## src/rtl/sensor_monitor.sv

```systemverilog
// sensor_monitor
//   Multi-channel sensor fault monitor. Every channel carries a 4-bit sensor
//   word {W,X,Y,Z}. A channel has a raw fault when Z | (Y & (W | X)) is true.
//   A raw fault must be present for DEB_CYCLES consecutive samples before it
//   qualifies. A qualified fault is latched in error_vec. With STICKY=1 it
//   stays set until clear or rst. With STICKY=0 it follows the debounced
//   fault. Each qualification event increments a saturating counter.
//
// Ports
//   clk        in   1         system clock, rising edge
//   rst        in   1         synchronous reset, active-high, highest priority
//   sensors    in   4*NUM_CH  raw sensor words, channel i = [4i+3:4i]
//   clear      in   1         synchronous clear of latched faults and debounce
//   error_vec  out  NUM_CH    per-channel qualified fault flag (registered)
//   error      out  1         OR of error_vec
//   err_count  out  CNT_W     saturating count of qualification events
module sensor_monitor #(
   parameter int NUM_CH     = 4,
   parameter int DEB_CYCLES = 3,
   parameter bit STICKY     = 1'b1,
   parameter int CNT_W      = 8
) (
   input  logic                  clk,
   input  logic                  rst,
   input  logic [4*NUM_CH-1:0]   sensors,
   input  logic                  clear,
   output logic [NUM_CH-1:0]     error_vec,
   output logic                  error,
   output logic [CNT_W-1:0]      err_count
);

   localparam int CW    = (DEB_CYCLES > 1) ? $clog2(DEB_CYCLES + 1) : 1;
   localparam int SUM_W = $clog2(NUM_CH + 1);
   localparam int TOT_W = ((CNT_W > SUM_W) ? CNT_W : SUM_W) + 1;

   typedef enum logic [1:0] {
      S_IDLE  = 2'd0,
      S_PEND  = 2'd1,
      S_FAULT = 2'd2
   } state_t;

   logic [4*NUM_CH-1:0] samp;
   logic [NUM_CH-1:0]   raw_err;
   logic [NUM_CH-1:0]   qual_eff;

   // Input sample stage. Every raw decode uses this registered copy.
   // NOTE: registers use non-blocking assignments, so all flops update together at the edge.
   always_ff @(posedge clk) begin
      if (rst) samp <= '0;
      else     samp <= sensors;
   end

   for (genvar g = 0; g < NUM_CH; g++) begin : g_ch
      state_t        state_q, state_d;
      logic [CW-1:0] cnt_q, cnt_d;
      logic          qual;

      // Bit order within a channel is W,X,Y,Z, from MSB to LSB.
      assign raw_err[g] = samp[4*g] | (samp[4*g+1] & (samp[4*g+3] | samp[4*g+2]));

      // NOTE: every combinational output gets a default first, so no latch is inferred.
      always_comb begin
         state_d = state_q;
         cnt_d   = cnt_q;
         qual    = 1'b0;
         case (state_q)
            S_IDLE, S_PEND: begin
               if (!raw_err[g]) begin
                  state_d = S_IDLE;
                  cnt_d   = '0;
               end else if (cnt_q == CW'(DEB_CYCLES - 1)) begin
                  // The qualify event. The counter holds while the fault stays latched.
                  qual    = 1'b1;
                  state_d = S_FAULT;
               end else begin
                  cnt_d   = cnt_q + CW'(1);
                  state_d = S_PEND;
               end
            end
            S_FAULT: begin
               if (!STICKY && !raw_err[g]) begin
                  state_d = S_IDLE;
                  cnt_d   = '0;
               end
            end
            default: begin
               state_d = S_IDLE;
               cnt_d   = '0;
            end
         endcase
         // When clear and a qualify event fall on the same edge, clear wins.
         if (clear) begin
            state_d = S_IDLE;
            cnt_d   = '0;
         end
      end

      always_ff @(posedge clk) begin
         if (rst) begin
            state_q <= S_IDLE;
            cnt_q   <= '0;
         end else begin
            state_q <= state_d;
            cnt_q   <= cnt_d;
         end
      end

      // A qualify event that clear suppresses is not counted.
      assign qual_eff[g]  = qual & ~clear;
      assign error_vec[g] = (state_q == S_FAULT);
   end

   assign error = |error_vec;

   // Add all events on this edge in a wider sum, then clamp the result to the counter maximum.
   logic [SUM_W-1:0] qual_sum;
   logic [TOT_W-1:0] total;

   always_comb begin
      qual_sum = '0;
      for (int i = 0; i < NUM_CH; i++) begin
         qual_sum = qual_sum + SUM_W'(qual_eff[i]);
      end
      total = TOT_W'(err_count) + TOT_W'(qual_sum);
   end

   always_ff @(posedge clk) begin
      if (rst)                                    err_count <= '0;
      else if (total > TOT_W'({CNT_W{1'b1}}))     err_count <= {CNT_W{1'b1}};
      else                                        err_count <= total[CNT_W-1:0];
   end

endmodule
```

## config.mk

```make
export PLATFORM = sky130hd
export DESIGN_NAME = sensor_monitor
export DESIGN_NICKNAME = d
export VERILOG_FILES = /design/src/rtl/sensor_monitor.sv
export SDC_FILE = /design/constraint.sdc
export NUM_CORES = 1
export LEC_CHECK = 0
export ABC_CLOCK_PERIOD_IN_PS = 5200
export CAP_MARGIN = 20
export CORE_ASPECT_RATIO = 0.8
export CORE_MARGIN = 8
export CORE_UTILIZATION = 47
export CTS_CLUSTER_DIAMETER = 40
export DETAILED_ROUTE_END_ITERATION = 8
export MAX_ROUTING_LAYER = met4
export PLACE_DENSITY = 0.73
export SLEW_MARGIN = 0
export SYNTH_ARGS = -nofsm -noshare
export SYNTH_HDL_FRONTEND = slang
export SYNTH_SLANG_ARGS = --single-unit
```

## constraint.sdc

```tcl
create_clock -name clk -period 5.2 [get_ports clk]
set_input_delay 0.78 -clock clk [delete_from_list [all_inputs] [get_ports clk]]
set_output_delay 0.78 -clock clk [all_outputs]
set_load 0.03 [all_outputs]
```

* Word-level counts from Yosys, hierarchy flattened
Cells that the tools add are included.
Cells by class: $add $sub $neg 8, magnitude comparators 1, eq/ne operators 16, multiplexer cells 37, bitwise logic cells 21, reduce and logical (&&, ||, !) cells 14
Operators with widths (count):
- $mux W2 | 16
- $pmux W2 S2 | 8
- $eq A2 B2 Y1 const B | 8
- $mux W1 | 12
- $ne A3 B3 Y1 const B | 4
- $reduce_or A2 Y1 | 5
- $add A8 B3 Y9 | 1
- $gt A9 B8 Y1 const B | 1
- $add A2 B1 Y2 const B | 4
- $and A1 B1 Y1 | 8
- $eq A2 B1 Y1 const B | 4
- $logic_not A2 Y1 | 4
- $mux W8 | 1
- $or A1 B1 Y1 | 8
- $reduce_and A2 Y1 | 4
- $not A1 Y1 | 5
- $reduce_or A4 Y1 | 1
- $add A2 B1 Y3 | 1
- $add A3 B1 Y3 | 1
- $add A1 B1 Y2 | 1
Storage, ports and cells: register bits after elaboration 40, input port bits 19, output and inout port bits 13, word-level logic and storage cells 107

* Longest topological paths before layout
word-level depth 12, mapped depth 11, mapped depth without buffers 11

* Least setup slack after synthesis
OpenSTA, ideal clock, no wires.
path type input -> register, start point in clear, end point reg err_count[0], setup time 0.071 ns, data arrival time 3.108 ns, data required time 5.129 ns, path slack 2.021 ns, stages 8, path buffers 0, cells stage by stage or4b_2 fa_1 fa_1 inv_1 fa_1 and3_1 nand3_1 a21oi_1
Between the ends: cells in the longest elaborated chain, start to end 8, elaborated cells between the ends (all ways) 11, those cells by class 4 x add/sub; 1 x order compare; 1 x mux; 5 x bitwise
RTL lines:
- start: declaration | RTL line 26 | input logic clear,
- $not A1 Y1 * | RTL line 109 | assign qual_eff[g] = qual & ~clear;
- $and A1 B1 Y1 | RTL line 109
- $add A1 B1 Y2 | RTL line 122 | qual_sum = qual_sum + SUM_W'(qual_eff[i]);
- $add A2 B1 Y3 | RTL line 122
- $add A3 B1 Y3 * | RTL line 122
- $add A8 B3 Y9 * | RTL line 124 | total = TOT_W'(err_count) + TOT_W'(qual_sum);
- $gt A9 B8 Y1 | RTL line 129 | else if (total > TOT_W'({CNT_W{1'b1}})) err_count <= {CNT_W{1'b1}};
- $mux W8 * | RTL line 129
- end signal: assignment | RTL line 129
- end signal: assignment | RTL line 130 | else err_count <= total[CNT_W-1:0];
- end: declaration | RTL line 29 | output logic [CNT_W-1:0] err_count
Mark *: on every way between the ends. The rest lies on a longest branch, timed or not. A chain may end at the register's enable or synchronous reset.

* Worst setup path in the final report
start point in clear, end point reg err_count[1]
Same word-level chain as after synthesis.

==> results <==
- The routed layout has 1171 vias.
- The clock reaches the later pin of the worst-skew pair after just under 0.3 ns.
- The tree built by TritonCTS fans out to 40 sinks.
- The CTS tree is built.
- The number of hold violations in the final report is 0.
- For this run, the total global-route usage over all layers was measured as 0.118.
- The leakage power summed over all cells is 0.819 nW.
- The number of antenna diodes in the final layout is 0.
- The dominant cell type by area after synthesis is dfxtp_1.
- In this run the mean area of a mapped cell was 10.3 sq um.
- The startpoint identified for the worst hold timing path is g_ch[0].cnt_q[0].
- The final HPWL from detailed placement is 2.29 mm.
- The setup skew after layout is 0.00595 ns.
- The total length of routed wires is 2.90 mm.
- The signed area change from the synthesized netlist to the final layout is 28.8%.
- The area taken by flip-flops and latches is 801 sq um.
- The number of global-route vias before repair is approximately 1200.
- The number of H-tree levels is 2.
- The library cells used most frequently in the layout, excluding fill and tap cells, are 40 x dfxtp_1, 31 x clkdlybuf4s50_1, 19 x nor2b_1.
- The root buffer cell is clkbuf_8.
- In this run the critical register-to-register path is launched from g_ch[2].cnt_q[0].
- The wire length of the first global-routing pass is roughly 5 mm.
- The worst register-to-register path ends at err_count[1].
- Derived from the worst setup path, the maximum achievable clock frequency is 0.279 GHz.
- The I/O pin count is 32.
- STA classifies the critical path endpoint as a flip-flop.
- For the finished layout, the period the worst path requires is 3.58 ns.
- The number of violations of the max-capacitance limit is 0.
- The number of buffers added for setup after CTS is 0.
- Clock-pin slew was measured on the worst setup and hold paths at 0.07 ns.
- The final max-slew violation count is 0.
- The required time reported for the critical path endpoint is 5.40 ns.
- Measured along the x axis, the die boundary spans 81.4 um.
- At the end of routability-driven placement, the weighted congestion stood at 0.844.
- The worst setup path is of the primary input to flip-flop kind.
- The number of detailed-route iterations in the first pass is 4.
- The post-route core utilization is 0.619.
- Entering global routing, the biggest net connects 27 pins.
- The number of vias per cell after detailed routing is 5.00.
- Once detail routing completed, the nets flagged for antenna violations numbered 0.
- The highest fanout seen on the critical path is 6.
- The die is 68.3 um tall.
- The post-detailed-route wirelength per cell is 12.4 um.
- The maximum count of clock buffers along a single path is 2.
- At the pin with the least slew margin, the transition time is about 0.86 ns.
- The final period utilization is 0.689.
- The worst hold-check path type is flip-flop to flip-flop.
- After floorplanning, the core was divided into 19 placement rows.
- The largest voltage drop on the vdd net is 0.000182 V.
- Hold repair after CTS inserted 0 buffers.
- The hold path endpoint is g_ch[0].cnt_q[0].
- The worst register-to-register path has a setup slack of 2.09 ns.
- Setup violations remaining at the end of the flow were counted as 0.
- The synthesized net count is 183.
- In the routed design, unresolved DRC markers number 0.
- The count of warnings emitted by yosys is 0.
- The worst setup path is launched from a primary input.
- Setup total negative slack on the finished layout was measured at 0 ns.
- The fraction of final layout cells with drive strength greater than 1 is 0.0885.
- After the first detailed-routing iteration, the DRC count stood at 44.
- The depth of the worst hold-timing path is 2.
- The initial antenna violation count was 0.
- The die covers approximately 0.0056 sq mm.
- Synthesis inferred 40 register bits.
- Dividing total power by cell area gives a power density of 294 mW/mm^2.
- The number of gates resized after CTS was 0.
- The number of filler instances in the final layout is ~280.
- The final net count is around 220.
- The effective utilization at floorplan is 0.480.
- Counting distinct cell types in the post-synthesis netlist gives 34.
- The synthesized instance count is ~160.
- The relative max-transition margin is 0.425.
- For the worst setup path, the data arrival time is 3.78 ns.
- Setup repair after global routing left no endpoint under its margin.
- The share of the synthesized area in the top cell type is 0.498.
- For this run, the register share of the synthesized area comes to 0.498.
- The flow ran to the end, and the final reports show no timing, DRC or antenna violations.
- The count of buffers added on input and output ports is 31.
- The count of cells along the worst register-to-register path is 10.
- The synthesized netlist occupies a cell area of between 0.0015 and 0.002 sq mm.
- The total area inside the core boundary comes to approximately 0.0034 sq mm.
- The total overflow left after global routing is 0.
- Ranked by total cell area, the synthesized netlist is headed by dfxtp_1 50%, nor2b_1 7.4%, ha_1 3.9%, fa_1 3.7%, inv_1 3.7%.
- The most common library cell in the layout ignoring fill and taps is dfxtp_1.
- The area occupied by multi-input gates is 728 sq um.
- The total CTS buffers is 5.
critical path, stage by stage:
cell             delay [ns]
clkdlybuf4s50_1        0.49
or4b_2                 0.68
fa_1                   0.49
fa_1                   0.45
inv_1                  0.08
fa_1                   0.21
and3_1                 0.22
nand3_1                0.20
a21oi_1                0.19
worst max-delay path by stage:
stage,startpoint,slack (ns),depth (start not counted),end
after floorplan,clear,2.02,8,err_count[0]
after global placement,clear,1.42,9,err_count[0]
after detailed placement,clear,1.33,9,err_count[5]
after CTS,clear,1.62,9,err_count[1]
after global routing,clear,1.45,9,err_count[0]
final,clear,1.62,9,err_count[1]
synthesized netlist by cell type (all sizes together):
cell	number
a21oi	10
a211oi	4
nor2b	19
ha	5
o2111ai	1
o21ai	5
a22o	3
clkbuf	1
a31oi	1
nand4	1
xor2	2
nand2	3
or3	1
mux2i	1
or4b	3
or2	1
fa	3
mux2	3
buf	2
xnor2	2
nor4	3
nor4bb	1
or4	1
nand3b	2
o21a	3
inv	16
and3	4
nand3	3
nor3	1
dfxtp	40
nor2	9
and2b	2
final cells by class:
type | instances | share of cell area
inverters | 16 | 0.0290
clock buffers | 6 | 0.0398
repair buffers | 31 | 0.150
well taps | 42 | 0.0253
clock inverters | 2 | 0.0187
flip-flops and latches | 40 | 0.386
multi-input cells | 97 | 0.351
power by group:
| part | internal, mW | switching (mW) |
|---|---|---|
| Sequential | 0.315 | 0.00247 |
| Clock | 0.157 | 0.101 |
| Combinational | 0.0199 | 0.0144 |
| Total | 0.492 | 0.118 |
logic make-up (layout without fill, tap and decap cells):
kind of cell,Yosys count,in the layout,share of synthesized area
DFF,40,40,0.498
xor gates and xnor gates,4,4,0.0218
adders and majority gates,8,8,0.0762
muxes,4,4,0.0272
buffers and inverters,19,55,0.0498
and+or+nand+nor,54,54,0.213
AOI/OAI and AO/OA,27,27,0.114
registers in the layout, indices dropped and copies added (netlist names):
register	flops
samp	16
err_count	8
g_ch.cnt_q	8
g_ch.state_q	8
per-layer routing:
metal,global-route usage,vias to the layer above,share of wire
li1,-,600,-
met1,0.133,537,0.46
met2,0.190,30,0.47
met3,0.0420,4,0.055
met4,0.0400,0,0.011
met5,-,-,0
per-stage QoR:
| step | setup WS [ns] | hold WS (ns) | power [mW] | area [sq um] | cells |
|---|---|---|---|---|---|
| after global placement | 1.42 | 0.466 | 0.358 | 1950 | 226 |
| after CTS | 1.62 | 0.487 | 0.618 | 2070 | 234 |
| after floorplan | 2.02 | 0.453 | 0.342 | 1610 | 156 |
| final | 1.62 | 0.484 | 0.610 | 2070 | 234 |
| after global routing | 1.45 | 0.520 | 0.636 | 2070 | 234 |
| after detailed placement | 1.33 | 0.476 | 0.360 | 1950 | 226 |
Power figures use the tool's default switching activity.
